### src/rtl/time_display_driver_pkg.sv
// rtl/time_display_driver_pkg.sv - segment codes, FSM states and BCD helpers for the time display
// Purpose: shared constants and pure functions used by the display driver and its BCD engine.
// Ports: none (package).
package display_pkg;

    // Segment order {g,f,e,d,c,b,a}, active-low
    localparam logic [6:0] SEG_0     = 7'h40;
    localparam logic [6:0] SEG_1     = 7'h79;
    localparam logic [6:0] SEG_2     = 7'h24;
    localparam logic [6:0] SEG_3     = 7'h30;
    localparam logic [6:0] SEG_4     = 7'h19;
    localparam logic [6:0] SEG_5     = 7'h12;
    localparam logic [6:0] SEG_6     = 7'h02;
    localparam logic [6:0] SEG_7     = 7'h78;
    localparam logic [6:0] SEG_8     = 7'h00;
    localparam logic [6:0] SEG_9     = 7'h10;
    localparam logic [6:0] SEG_BLANK = 7'h7F;
    localparam logic [6:0] SEG_DASH  = 7'h3F;

    localparam logic [4:0] HOURS_MAX  = 5'd23;
    localparam logic [5:0] MINSEC_MAX = 6'd59;

    typedef enum logic [2:0] {IDLE, CAPTURE, CONV_A, CONV_B, COMMIT} state_t;

    function automatic logic [6:0] bcd_to_seg(input logic [3:0] d);
        case (d)
            4'd0:    return SEG_0;
            4'd1:    return SEG_1;
            4'd2:    return SEG_2;
            4'd3:    return SEG_3;
            4'd4:    return SEG_4;
            4'd5:    return SEG_5;
            4'd6:    return SEG_6;
            4'd7:    return SEG_7;
            4'd8:    return SEG_8;
            4'd9:    return SEG_9;
            default: return SEG_BLANK;
        endcase
    endfunction

    // One double-dabble iteration on {tens, ones, binary}
    function automatic logic [13:0] dabble_step(input logic [13:0] sr);
        logic [13:0] t;
        t = sr;
        if (t[9:6] >= 4'd5)   t[9:6]   = t[9:6] + 4'd3;
        if (t[13:10] >= 4'd5) t[13:10] = t[13:10] + 4'd3;
        return {t[12:0], 1'b0};
    endfunction

endpackage

### src/rtl/time_display_driver_if.sv
// rtl/time_display_driver_if.sv - time input and display output bundle
// Purpose: groups timekeeper inputs and display drive outputs.
// Ports: hours/minutes/seconds/show_seconds (to driver), seg/an/dp/busy (from driver).
interface time_display_driver_if;
    logic [4:0] hours;
    logic [5:0] minutes;
    logic [5:0] seconds;
    logic       show_seconds;
    logic [6:0] seg;
    logic [3:0] an;
    logic       dp;
    logic       busy;

    modport master (output hours, minutes, seconds, show_seconds,
                    input  seg, an, dp, busy);
    modport slave  (input  hours, minutes, seconds, show_seconds,
                    output seg, an, dp, busy);
endinterface

### src/rtl/time_display_driver_bin2bcd_seq.sv
// rtl/time_display_driver_bin2bcd_seq.sv - 6-bit sequential double-dabble converter
// Purpose: converts a 6-bit binary value to two BCD nibbles over six iterations.
// Ports: clk, reset, start_i (load+first iteration), bin_i, bcd_o {tens,ones}, done_o (1-cycle pulse).
module bin2bcd_seq
    import display_pkg::*;
(
    input  logic       clk,
    input  logic       reset,
    input  logic       start_i,
    input  logic [5:0] bin_i,
    output logic [7:0] bcd_o,
    output logic       done_o
);

    logic [13:0] sr_q, sr_d;
    logic [2:0]  cnt_q, cnt_d;
    logic        active_q, active_d;

    // The first iteration happens on the load edge so that six iterations
    // finish exactly when done_o is seen by the controller.
    always_comb begin
        sr_d     = sr_q;
        cnt_d    = cnt_q;
        active_d = active_q;
        if (start_i) begin
            sr_d     = dabble_step({8'h00, bin_i});
            cnt_d    = 3'd5;
            active_d = 1'b1;
        end else if (cnt_q != 3'd0) begin
            sr_d  = dabble_step(sr_q);
            cnt_d = cnt_q - 3'd1;
        end else begin
            active_d = 1'b0;
        end
    end

    always_ff @(posedge clk or posedge reset) begin
        if (reset) begin
            sr_q     <= '0;
            cnt_q    <= '0;
            active_q <= 1'b0;
        end else begin
            sr_q     <= sr_d;
            cnt_q    <= cnt_d;
            active_q <= active_d;
        end
    end

    assign bcd_o  = sr_q[13:6];
    assign done_o = active_q && (cnt_q == 3'd0);

endmodule

### src/rtl/time_display_driver.sv
// rtl/time_display_driver.sv - 4-digit multiplexed 7-segment time display driver
// Purpose: snapshots the time once per scan frame, converts it to BCD and commits all digits at once.
// Ports: clk, reset (async, active-high), dif (slave: time in, seg/an/dp/busy out).
module time_display_driver
    import display_pkg::*;
#(
    parameter int SCAN_DIV = 50_000
)
(
    input  logic                  clk,
    input  logic                  reset,
    time_display_driver_if.slave  dif
);

    localparam int CW = $clog2(SCAN_DIV);

    // Scan divider and request generator
    logic [CW-1:0] scan_cnt_q;
    logic [1:0]    digit_sel_q;
    logic          first_q;
    logic          scan_tc, conv_req;

    assign scan_tc  = (scan_cnt_q == CW'(SCAN_DIV - 1));
    assign conv_req = first_q | (scan_tc & (digit_sel_q == 2'd3));

    always_ff @(posedge clk or posedge reset) begin
        if (reset) begin
            scan_cnt_q  <= '0;
            digit_sel_q <= 2'd0;
            first_q     <= 1'b1;
        end else begin
            first_q <= 1'b0;
            if (scan_tc) begin
                scan_cnt_q  <= '0;
                digit_sel_q <= digit_sel_q + 2'd1;
            end else begin
                scan_cnt_q <= scan_cnt_q + CW'(1);
            end
        end
    end

    // Field selection and range check on the live inputs (used in CAPTURE)
    logic [5:0] field_a, field_b;
    logic       bad_a, bad_b;

    always_comb begin
        if (dif.show_seconds) begin
            field_a = dif.minutes;
            field_b = dif.seconds;
            bad_a   = dif.minutes > MINSEC_MAX;
            bad_b   = dif.seconds > MINSEC_MAX;
        end else begin
            field_a = {1'b0, dif.hours};
            field_b = dif.minutes;
            bad_a   = dif.hours > HOURS_MAX;
            bad_b   = dif.minutes > MINSEC_MAX;
        end
    end

    // Control FSM
    state_t     state_q, state_d;
    logic       eng_start, eng_done;
    logic [5:0] eng_bin, cap_b_q;
    logic [7:0] eng_bcd;
    logic       capture_en, save_a, commit_en;

    always_ff @(posedge clk or posedge reset) begin
        if (reset) state_q <= IDLE;
        else       state_q <= state_d;
    end

    always_comb begin
        state_d = state_q;
        case (state_q)
            IDLE:    if (conv_req) state_d = CAPTURE;
            CAPTURE: state_d = CONV_A;
            CONV_A:  if (eng_done) state_d = CONV_B;
            CONV_B:  if (eng_done) state_d = COMMIT;
            COMMIT:  state_d = IDLE;
            default: state_d = IDLE;
        endcase
    end

    // Field A is started straight from the live inputs while they are captured;
    // field B is started from the captured copy as soon as A completes.
    always_comb begin
        capture_en = (state_q == CAPTURE);
        save_a     = (state_q == CONV_A) && eng_done;
        commit_en  = (state_q == COMMIT);
        eng_start  = capture_en || save_a;
        eng_bin    = capture_en ? field_a : cap_b_q;
    end

    bin2bcd_seq u_bcd (
        .clk     (clk),
        .reset   (reset),
        .start_i (eng_start),
        .bin_i   (eng_bin),
        .bcd_o   (eng_bcd),
        .done_o  (eng_done)
    );

    // Captured values and display registers (disp_q[0] is the leftmost digit)
    logic       bad_a_q, bad_b_q, cap_colon_q, colon_q;
    logic [7:0] bcd_a_q;
    logic [6:0] disp_q [4];

    always_ff @(posedge clk or posedge reset) begin
        if (reset) begin
            cap_b_q     <= '0;
            bad_a_q     <= 1'b0;
            bad_b_q     <= 1'b0;
            cap_colon_q <= 1'b0;
            bcd_a_q     <= '0;
            colon_q     <= 1'b0;
            for (int i = 0; i < 4; i++) disp_q[i] <= SEG_BLANK;
        end else begin
            if (capture_en) begin
                cap_b_q     <= field_b;
                bad_a_q     <= bad_a;
                bad_b_q     <= bad_b;
                // Colon lit: steady in MM:SS, blinks on even seconds in HH:MM
                cap_colon_q <= dif.show_seconds | ~dif.seconds[0];
            end
            if (save_a) bcd_a_q <= eng_bcd;
            if (commit_en) begin
                disp_q[0] <= bad_a_q ? SEG_DASH : bcd_to_seg(bcd_a_q[7:4]);
                disp_q[1] <= bad_a_q ? SEG_DASH : bcd_to_seg(bcd_a_q[3:0]);
                disp_q[2] <= bad_b_q ? SEG_DASH : bcd_to_seg(eng_bcd[7:4]);
                disp_q[3] <= bad_b_q ? SEG_DASH : bcd_to_seg(eng_bcd[3:0]);
                colon_q   <= cap_colon_q;
            end
        end
    end

    // Output registers
    logic [6:0] seg_q;
    logic [3:0] an_q;
    logic       dp_q, busy_q;

    always_ff @(posedge clk or posedge reset) begin
        if (reset) begin
            seg_q  <= SEG_BLANK;
            an_q   <= 4'hF;
            dp_q   <= 1'b1;
            busy_q <= 1'b0;
        end else begin
            seg_q  <= disp_q[digit_sel_q];
            an_q   <= ~(4'b1000 >> digit_sel_q);
            dp_q   <= ~((digit_sel_q == 2'd2) && colon_q);
            busy_q <= (state_d != IDLE);
        end
    end

    assign dif.seg  = seg_q;
    assign dif.an   = an_q;
    assign dif.dp   = dp_q;
    assign dif.busy = busy_q;

endmodule
### src/flat_wrapper.sv
// flat-port wrapper written by rule: the top's interface ports become plain ports
module time_display_driver_flat import display_pkg::*;
#(
    parameter int SCAN_DIV = 50_000
)
  (clk, reset, dif_hours, dif_minutes, dif_seconds, dif_show_seconds, dif_seg, dif_an, dif_dp, dif_busy);
  time_display_driver_if dif_i ();
  input  logic clk;
  input  logic reset;
  input wire logic [$bits(dif_i.hours)-1:0] dif_hours;
  input wire logic [$bits(dif_i.minutes)-1:0] dif_minutes;
  input wire logic [$bits(dif_i.seconds)-1:0] dif_seconds;
  input wire logic [$bits(dif_i.show_seconds)-1:0] dif_show_seconds;
  output wire logic [$bits(dif_i.seg)-1:0] dif_seg;
  output wire logic [$bits(dif_i.an)-1:0] dif_an;
  output wire logic [$bits(dif_i.dp)-1:0] dif_dp;
  output wire logic [$bits(dif_i.busy)-1:0] dif_busy;
  assign dif_i.hours = dif_hours;
  assign dif_i.minutes = dif_minutes;
  assign dif_i.seconds = dif_seconds;
  assign dif_i.show_seconds = dif_show_seconds;
  assign dif_seg = dif_i.seg;
  assign dif_an = dif_i.an;
  assign dif_dp = dif_i.dp;
  assign dif_busy = dif_i.busy;
  time_display_driver #(.SCAN_DIV(SCAN_DIV)) u_core (.clk(clk), .reset(reset), .dif(dif_i));
endmodule
### config.mk
export PLATFORM = sky130hd
export DESIGN_NAME = time_display_driver_flat
export DESIGN_NICKNAME = d
export VERILOG_FILES = /design/src/rtl/time_display_driver_pkg.sv /design/src/rtl/time_display_driver_if.sv /design/src/rtl/time_display_driver_bin2bcd_seq.sv /design/src/rtl/time_display_driver.sv /design/src/flat_wrapper.sv
export SDC_FILE = /design/constraint.sdc
export NUM_CORES = 1
export LEC_CHECK = 0
export CELL_PAD_IN_SITES_DETAIL_PLACEMENT = 2
export CELL_PAD_IN_SITES_GLOBAL_PLACEMENT = 2
export CORE_ASPECT_RATIO = 0.8
export CORE_MARGIN = 2
export CORE_UTILIZATION = 36
export CTS_BUF_LIST = sky130_fd_sc_hd__clkbuf_4 sky130_fd_sc_hd__clkbuf_8
export CTS_CLUSTER_DIAMETER = 60
export DETAILED_ROUTE_END_ITERATION = 16
export MAX_ROUTING_LAYER = met4
export PLACE_DENSITY = 0.84
export RECOVER_POWER = 100
export SYNTH_ARGS = -nofsm -noshare
export SYNTH_HDL_FRONTEND = slang
export SYNTH_SLANG_ARGS = --single-unit
### constraint.sdc
create_clock -name clk -period 3.1 [get_ports clk]
set_input_delay 0.465 -clock clk [delete_from_list [all_inputs] [get_ports clk]]
set_output_delay 0.465 -clock clk [all_outputs]
set_load 0.05 [all_outputs]
# Yosys cells after proc, flatten, opt, wreduce, memory -nomap -nowiden

Memory sizes are Yosys's and may differ from the RTL's.
Cells that the tools add are included.

Add/sub/neg operators: 5
Order comparisons: 6
Equality and inequality tests: 8
Shift operators: 1
Multiplexer cells: 25
Bitwise operators: 7
Reductions and logical operators: 9

Operators by type and width:

| operator              | number |
|---|---|
| $mux 7                | 6 |
| $mux 14               | 2 |
| $mux 3                | 6 |
| $mux 6                | 3 |
| $add 16x1->16 const B | 1 |
| $eq 16x16->1 const B  | 1 |
| $mux 16               | 1 |
| $bmux 7 s2            | 1 |
| $gt 6x6->1 const B    | 2 |
| $pmux 3 s4            | 1 |
| $ge 4x3->1 const B    | 2 |
| $eq 3x2->1 const B    | 2 |
| $logic_not 3->1       | 2 |
| $reduce_bool 3->1     | 2 |
| $gt 5x5->1 const B    | 1 |
| $add 4x2->4 const B   | 1 |
| $eq 2x2->1 const B    | 2 |
| $mux 1                | 4 |
| $mux 4                | 1 |
| $not 4->4             | 1 |
| $shr 4x2->4 const A   | 1 |
| $add 3x2->3 const B   | 1 |
| $eq 3x1->1 const B    | 1 |
| $eq 3x3->1 const B    | 1 |
| other kinds (11)      | 15 |

Register bits after elaboration: 99
Memory bits (read-only): 448
Bits of input ports: 20
Output and inout bits: 13
Word-level logic and storage cells: 86
Memories: 4

Memory list:

| memory          | words | bits a word | read ports | clocked after memory_dff | write ports | line                          | source |
|---|---|---|---|---|---|---|---|
| (no name shown) | 16    | 7           | 1          | 0                        | 0           | time_display_driver_pkg.sv:26 | `case (d)` |
| (no name shown) | 16    | 7           | 1          | 0                        | 0           | time_display_driver_pkg.sv:26 |  |
| (no name shown) | 16    | 7           | 1          | 0                        | 0           | time_display_driver_pkg.sv:26 |  |
| (no name shown) | 16    | 7           | 1          | 0                        | 0           | time_display_driver_pkg.sv:26 |  |

# Longest topological paths before layout

Depth in word-level cells: 6
Gate-level depth with buffers: 7

# By module

From an unflattened synthesis, not the netlist that was laid out.

Cell total of the unflattened synthesis: 513
Area total of the unflattened synthesis: 5283.8 um^2

By module, submodules not included:

| module              | times used | cells an instance | area an instance (um^2) | sequential area each (um^2) |
|---|---|---|---|---|
| time_display_driver | 1          | 400               | 4220.3                  | 2078.2 |
| bin2bcd_seq         | 1          | 113               | 1063.5                  | 425.4 |

# Worst setup path after synthesis

OpenSTA, ideal clock, no wires.

Kind: register to register
From: reg u_core.u_bcd.cnt_q[0]
To: reg u_core.u_bcd.sr_q[6]
Data arrival time: 1638 ps
Required time: 2959 ps
Path slack: 1321 ps
Cell stages (with the launch flop): 8
Path buffers: 1
Cell sequence: dfrtp_1 inv_1 ha_1 nand4bb_1 or3b_1 clkbuf_1 o221ai_1 a22oi_1

Longest elaborated chain between the ends: 5
Elaborated cells on any way between the ends: 7

RTL lines:

| element                                      | line                                  | source |
|---|---|---|
| start: declaration                           | time_display_driver_bin2bcd_seq.sv:16 | `logic [2:0] cnt_q, cnt_d;` |
| start signal: assignment                     | time_display_driver_bin2bcd_seq.sv:44 | `cnt_q <= cnt_d;` |
| $logic_not 3->1                              | time_display_driver_bin2bcd_seq.sv:50 | `assign done_o = active_q && (cnt_q == 3'd0);` |
| $logic_and 1x1->1                            | time_display_driver_bin2bcd_seq.sv:50 |  |
| $logic_and 1x1->1                            | time_display_driver.sv:88             | `save_a = (state_q == CONV_A) && eng_done;` |
| $logic_or 1x1->1                             | time_display_driver.sv:90             | `eng_start = capture_en \|\| save_a;` |
| $mux 14 or $reduce_bool 2->1 (tied branches) | -                                     |  |
| end signal: assignment                       | time_display_driver_bin2bcd_seq.sv:43 | `sr_q <= sr_d;` |
| end: declaration                             | time_display_driver_bin2bcd_seq.sv:15 | `logic [13:0] sr_q, sr_d;` |

Parallel ways exist; a longest one is shown, timed or not.
A chain may end at the register's enable or synchronous reset.

# Final worst setup path

From: reg u_core.u_bcd.cnt_q[0]
To: reg u_core.u_bcd.sr_q[12]

Same word-level chain as after synthesis.

==> results.md <==
- The power share of the clock group is 19.0%.
- In this run the standard cell core region covers 13600 um2.
- The Yosys step of the flow raised 0 warnings.
- After routing, the total negative slack on setup checks comes to 0 ns.
- In this run the worst path has a maximum fanout of 10.
- The number of nets handed over by synthesis was around 550.
- In the post-route analysis, the smallest setup slack over all paths is 0.784 ns.
- The area share of the leading cell type in the synthesized netlist is approximately 28%.
- The clock period could shrink to 2.32 ns.
- The dominant cell type by area after synthesis is sky130_fd_sc_hd__dfrtp_1.
- The first global-routing pass estimated 23.5 mm of wire.
- The number of nets in the final layout is 571.
- The min-delay analysis places its worst path in the category flip-flop to flip-flop.
- The global placement routability congestion is 0.799.
- In this run the number of H-tree levels came out at 3.
- The number of register bits inferred by synthesis is 98.
- In the routed design, unresolved DRC markers number 0.
- Synthesis handed over a netlist of roughly 500 instances.
- The via count of the first global-routing pass is 4299.
- The startpoint of the worst-slack reg-to-reg timing path is u_core.u_bcd.cnt_q[0].
- In this run the tightest slew margin relative to its limit is -32.0%.
- The post-placement worst setup slack is 0.939 ns.
- Dividing the synthesized area by the synthesized cell count gives between 10 and 15 um2.
- The CTS tree is yes.
- The share of the core filled with cells is a little over two fifths.
- After global routing the overflow that remains totals 0.
- The sequential cells in the finished layout cover a total of 2500 um2.
- The share of layout cells above drive strength 1 is 13.2%.
- Of the total power, combinational logic draws 35.5%.
- The initialized floorplan defines 38 standard-cell rows.
- The number of buffers inserted by port buffering is 32.
- The horizontal die dimension is 137 um.
- The hold path startpoint is u_core.colon_q.
- Summing all placed instances gives a cell area of around 5600 um2.
- The worst hold slack is 0.471 ns.
- By instance count, the leading cell after synthesis is sky130_fd_sc_hd__nor2_1.
- The power density relative to cell area is 894 nW/um2.
- The setup check on the worst reg-to-reg path leaves a slack of 0.78 ns.
- The multi-input combinational cells in the finished layout cover a total of between 2000 and 2500 um2.
- The analysis attributes to net switching a power of 2.07 mW.
- Of all flip-flops after synthesis, the portion carrying an async set or reset was 100%.
- The register clock-pin slew on the reported worst setup and hold paths is 0.10 ns.
- The worst setup skew after layout is about 0.013 ns.
- The number of antenna violations at the first check in global routing is 0.
- The maximum clock insertion buffer count is 2.
- In this run, synthesis inferred 0 flip-flops with an integrated enable.
- The number of iterations in the first detailed-routing pass is 4.
- Entering global routing, the biggest net connects 52 pins.
- The placed wire-length estimate after detailed placement is 10.5 mm.
- In this run, flip-flops and latches consume between 40% and 50% of the power.
- Gates resized during post-CTS repair numbered 0.
- The post-synthesis to final-layout area growth is 13.7%.
- After clock tree synthesis, the setup repair step added 0 buffers.
- The most critical setup path has its startpoint at u_core.u_bcd.cnt_q[0].
- STA puts the critical path data arrival time at between 2 and 3 ns.
- For this design, the slowest cell found on the critical path is sky130_fd_sc_hd__a21oi_1.
- The critical path is of the flip-flop to flip-flop type.
- For this design the top-level I/O count stands at 33.
- The hold violation count in the final report is 0.
- 0 antenna diodes ended up in the layout.
- The final non-filler cell area is 5760 um2.
- By area the synthesized netlist is led by sky130_fd_sc_hd__dfrtp_1 (28%), sky130_fd_sc_hd__dfstp_2 (21%), sky130_fd_sc_hd__ha_1 (6.7%), sky130_fd_sc_hd__nor2_1 (5.0%), sky130_fd_sc_hd__nand2_1 (3.5%).
- In this run switching power makes up 40.3% of total power.
- The later pin in the worst-skew pair is clocked with a latency of 0.40 ns.
- The maximum clock rate is 432 MHz.
- The post-route fraction of the period consumed by the critical path is 74.7%.
- Setup repair after global routing left no endpoint under its margin.
- The cell sitting at the root of the clock tree is a sky130_fd_sc_hd__clkbuf_8.
- The number of distinct library cells after synthesis is 55.
- The initial standard-cell utilization of the core is 37.1%.
- The kind of end point of the critical path is a flip-flop.
- The final reports fail on max-capacitance violations, max-slew violations.
- Summed over all layers, the routed wires come to roughly 14 mm.
- In this run, CTS created clock tree buffers numbering 9.
- Following the worst setup path forward leads to its endpoint at u_core.u_bcd.sr_q[12].
- The number of design-rule violations left by the first detailed-router iteration is roughly 160.
- The most instantiated flip-flop cell in the synthesis netlist is sky130_fd_sc_hd__dfrtp_1.
- The number of inserted filler cells in the final layout is ~1.5k.
- The flow ran to the end, but the final reports show violations.
- From bottom edge to top edge, the die measures 110 um.
- The commonest cells after synthesis are sky130_fd_sc_hd__nor2_1 (67), sky130_fd_sc_hd__dfrtp_1 (57), sky130_fd_sc_hd__nand2_1 (47).
- Walking the worst path, the cells encountered are inv_1 > ha_1 > nand4b_1 > or2_2 > a21oi_1 > a2111oi_0.
- At the worst endpoint, the required time is between 3 and 4 ns.
- The total via count in the routed design is 3848.
- Cell internal power was estimated by the tool at 3.07 mW.
- The sequential cell area fraction in the yosys report is 49.5%.
- Using the TritonRoute via totals, the vias-per-cell ratio works out to about 5.4.
- The worst setup path is launched from a flip-flop.
- Global routing consumed, over all layers together, 21.6% of the routing resources.
- On the worst path, the slowest cell contributes a delay of a little over 0.7 ns.
- The total die area is 15000 um2.
- The worst-case IR drop observed on VDD is 0.000292 V.
- The clock net in this run drives a total of 98 sinks.
- The reported leakage power is 2.44 nW.
- The number of buffers inserted by hold repair at cts is 0.
- The slew at the pin with the worst max-slew slack is 1.98 ns.
- The endpoint of the most critical register-to-register path is u_core.u_bcd.sr_q[12].
- The post-route antenna net violation count is 0.
- Setup violations remaining at the end of the flow were counted as 0.
- The total power of the final layout is 5.14 mW.
- Measured in cells, the most critical reg-to-reg path has a length of 6.
- In the final routed layout, each cell accounts on average for 20.1 um.
- Across the run, the number of max-cap violations was 1.
- In this run, placement finished with an instance count of 693.
- The final-report max-slew violation count came to a little over 50.
- Summing every instance area after synthesis gives roughly 5000 um2.
- The number of non-filler instances in the completed layout is approximately 710.
[flip-flops by register name, summed over array words and instances (netlist names), 2 cells and up]
register	cells
u_core.disp_q	28
u_core.scan_cnt_q	16
u_core.u_bcd.sr_q	13
u_core.bcd_a_q	8
u_core.dif.seg	7
u_core.cap_b_q	6
u_core.dif.an	4
u_core.state_q	3
u_core.u_bcd.cnt_q	3
u_core.digit_sel_q	2
[critical path: cells and delay by family, from the launching register on]
family | cells | cell delay (ns)
buffers and inverters | 1 | 0.11
AOI/OAI and AO/OA | 2 | 0.92
and+or+nand+nor | 2 | 0.50
adders and majority gates | 1 | 0.24
DFF | 1 | 0.37
[layer usage]
layer / up-vias / track usage (%) / wire, um / share of wire [%]
met5: - / - / 0 / 0
met4: 0 / 5.95 / 314 / 2.2
met3: 20 / 5.08 / 337 / 2.4
met2: 45 / 34.3 / 6850 / 48
met1: 1994 / 27.9 / 6770 / 47
li1: 1789 / - / - / -
[placed cells by master, fill, tap and decap left out, types with 9 or more instances in the layout]
cell                              count
sky130_fd_sc_hd__mux2i_1             11
sky130_fd_sc_hd__nand2_1             47
sky130_fd_sc_hd__dlygate4sd3_1       15
sky130_fd_sc_hd__nand2b_1            12
sky130_fd_sc_hd__nor2_1              67
sky130_fd_sc_hd__xnor2_1             12
sky130_fd_sc_hd__nand3_1              9
sky130_fd_sc_hd__a211oi_1             9
sky130_fd_sc_hd__dfrtp_1             57
sky130_fd_sc_hd__o21ai_0             27
sky130_fd_sc_hd__ha_1                27
sky130_fd_sc_hd__a21oi_1             35
sky130_fd_sc_hd__inv_1               23
sky130_fd_sc_hd__clkbuf_8            10
sky130_fd_sc_hd__o22a_1              13
sky130_fd_sc_hd__dfstp_2             41
sky130_fd_sc_hd__clkdlybuf4s50_1     17
[kinds of logic (layout without fill, tap and decap cells)]
| logic type | count (synthesis) | count (layout) | share of synthesized area [%] |
|---|---|---|---|
| buffers and inverters | 49 | 77 | 3.98 |
| AND/OR/NAND/NOR | 180 | 180 | 17.5 |
| AO/OA/AOI/OAI | 110 | 110 | 13.8 |
| XOR/XNOR | 17 | 17 | 2.94 |
| flip-flops | 98 | 98 | 49.5 |
| multiplexers | 19 | 19 | 5.51 |
| other | 1 | 1 | 0.0741 |
| adder cells (fa/ha/maj) | 27 | 27 | 6.67 |
[worst min-delay path by stage]
stage / endpoint / slack [ns] / cells after the start
6_report: u_core.dif.dp / 0.47 / 1
5_1_grt: u_core.dif.dp / 0.50 / 1
4_1_cts: u_core.dif.dp / 0.48 / 1
3_5_place_dp: u_core.dif.dp / 0.44 / 1
3_3_place_gp: u_core.dif.dp / 0.43 / 1
2_1_floorplan: u_core.dif.dp / 0.37 / 1
[cell type report]
type                            instances  share of cell area [%]
Sequential cell                        98                    43.5
Multi-Input combinational cell        354                    40.7
Timing Repair Buffer                   38                    6.37
Tap cell                              180                    3.91
Clock buffer                           11                    2.52
Clock inverter                          5                    1.50
Inverter                               23                    1.50
[power by group through the flow]
| stage | Sequential, mW | Combinational (mW) | Clock [mW] |
|---|---|---|---|
| final | 2.34 | 1.83 | 0.976 |
| after global routing | 2.41 | 2.08 | 1.06 |
| after CTS | 2.34 | 1.88 | 1.01 |
| after detailed placement | 2.36 | 1.86 | 0 |
| after global placement | 2.32 | 1.71 | 0 |
| after floorplan | 2.15 | 1.38 | 0 |
No activity file was read; power rests on OpenSTA's default activity.
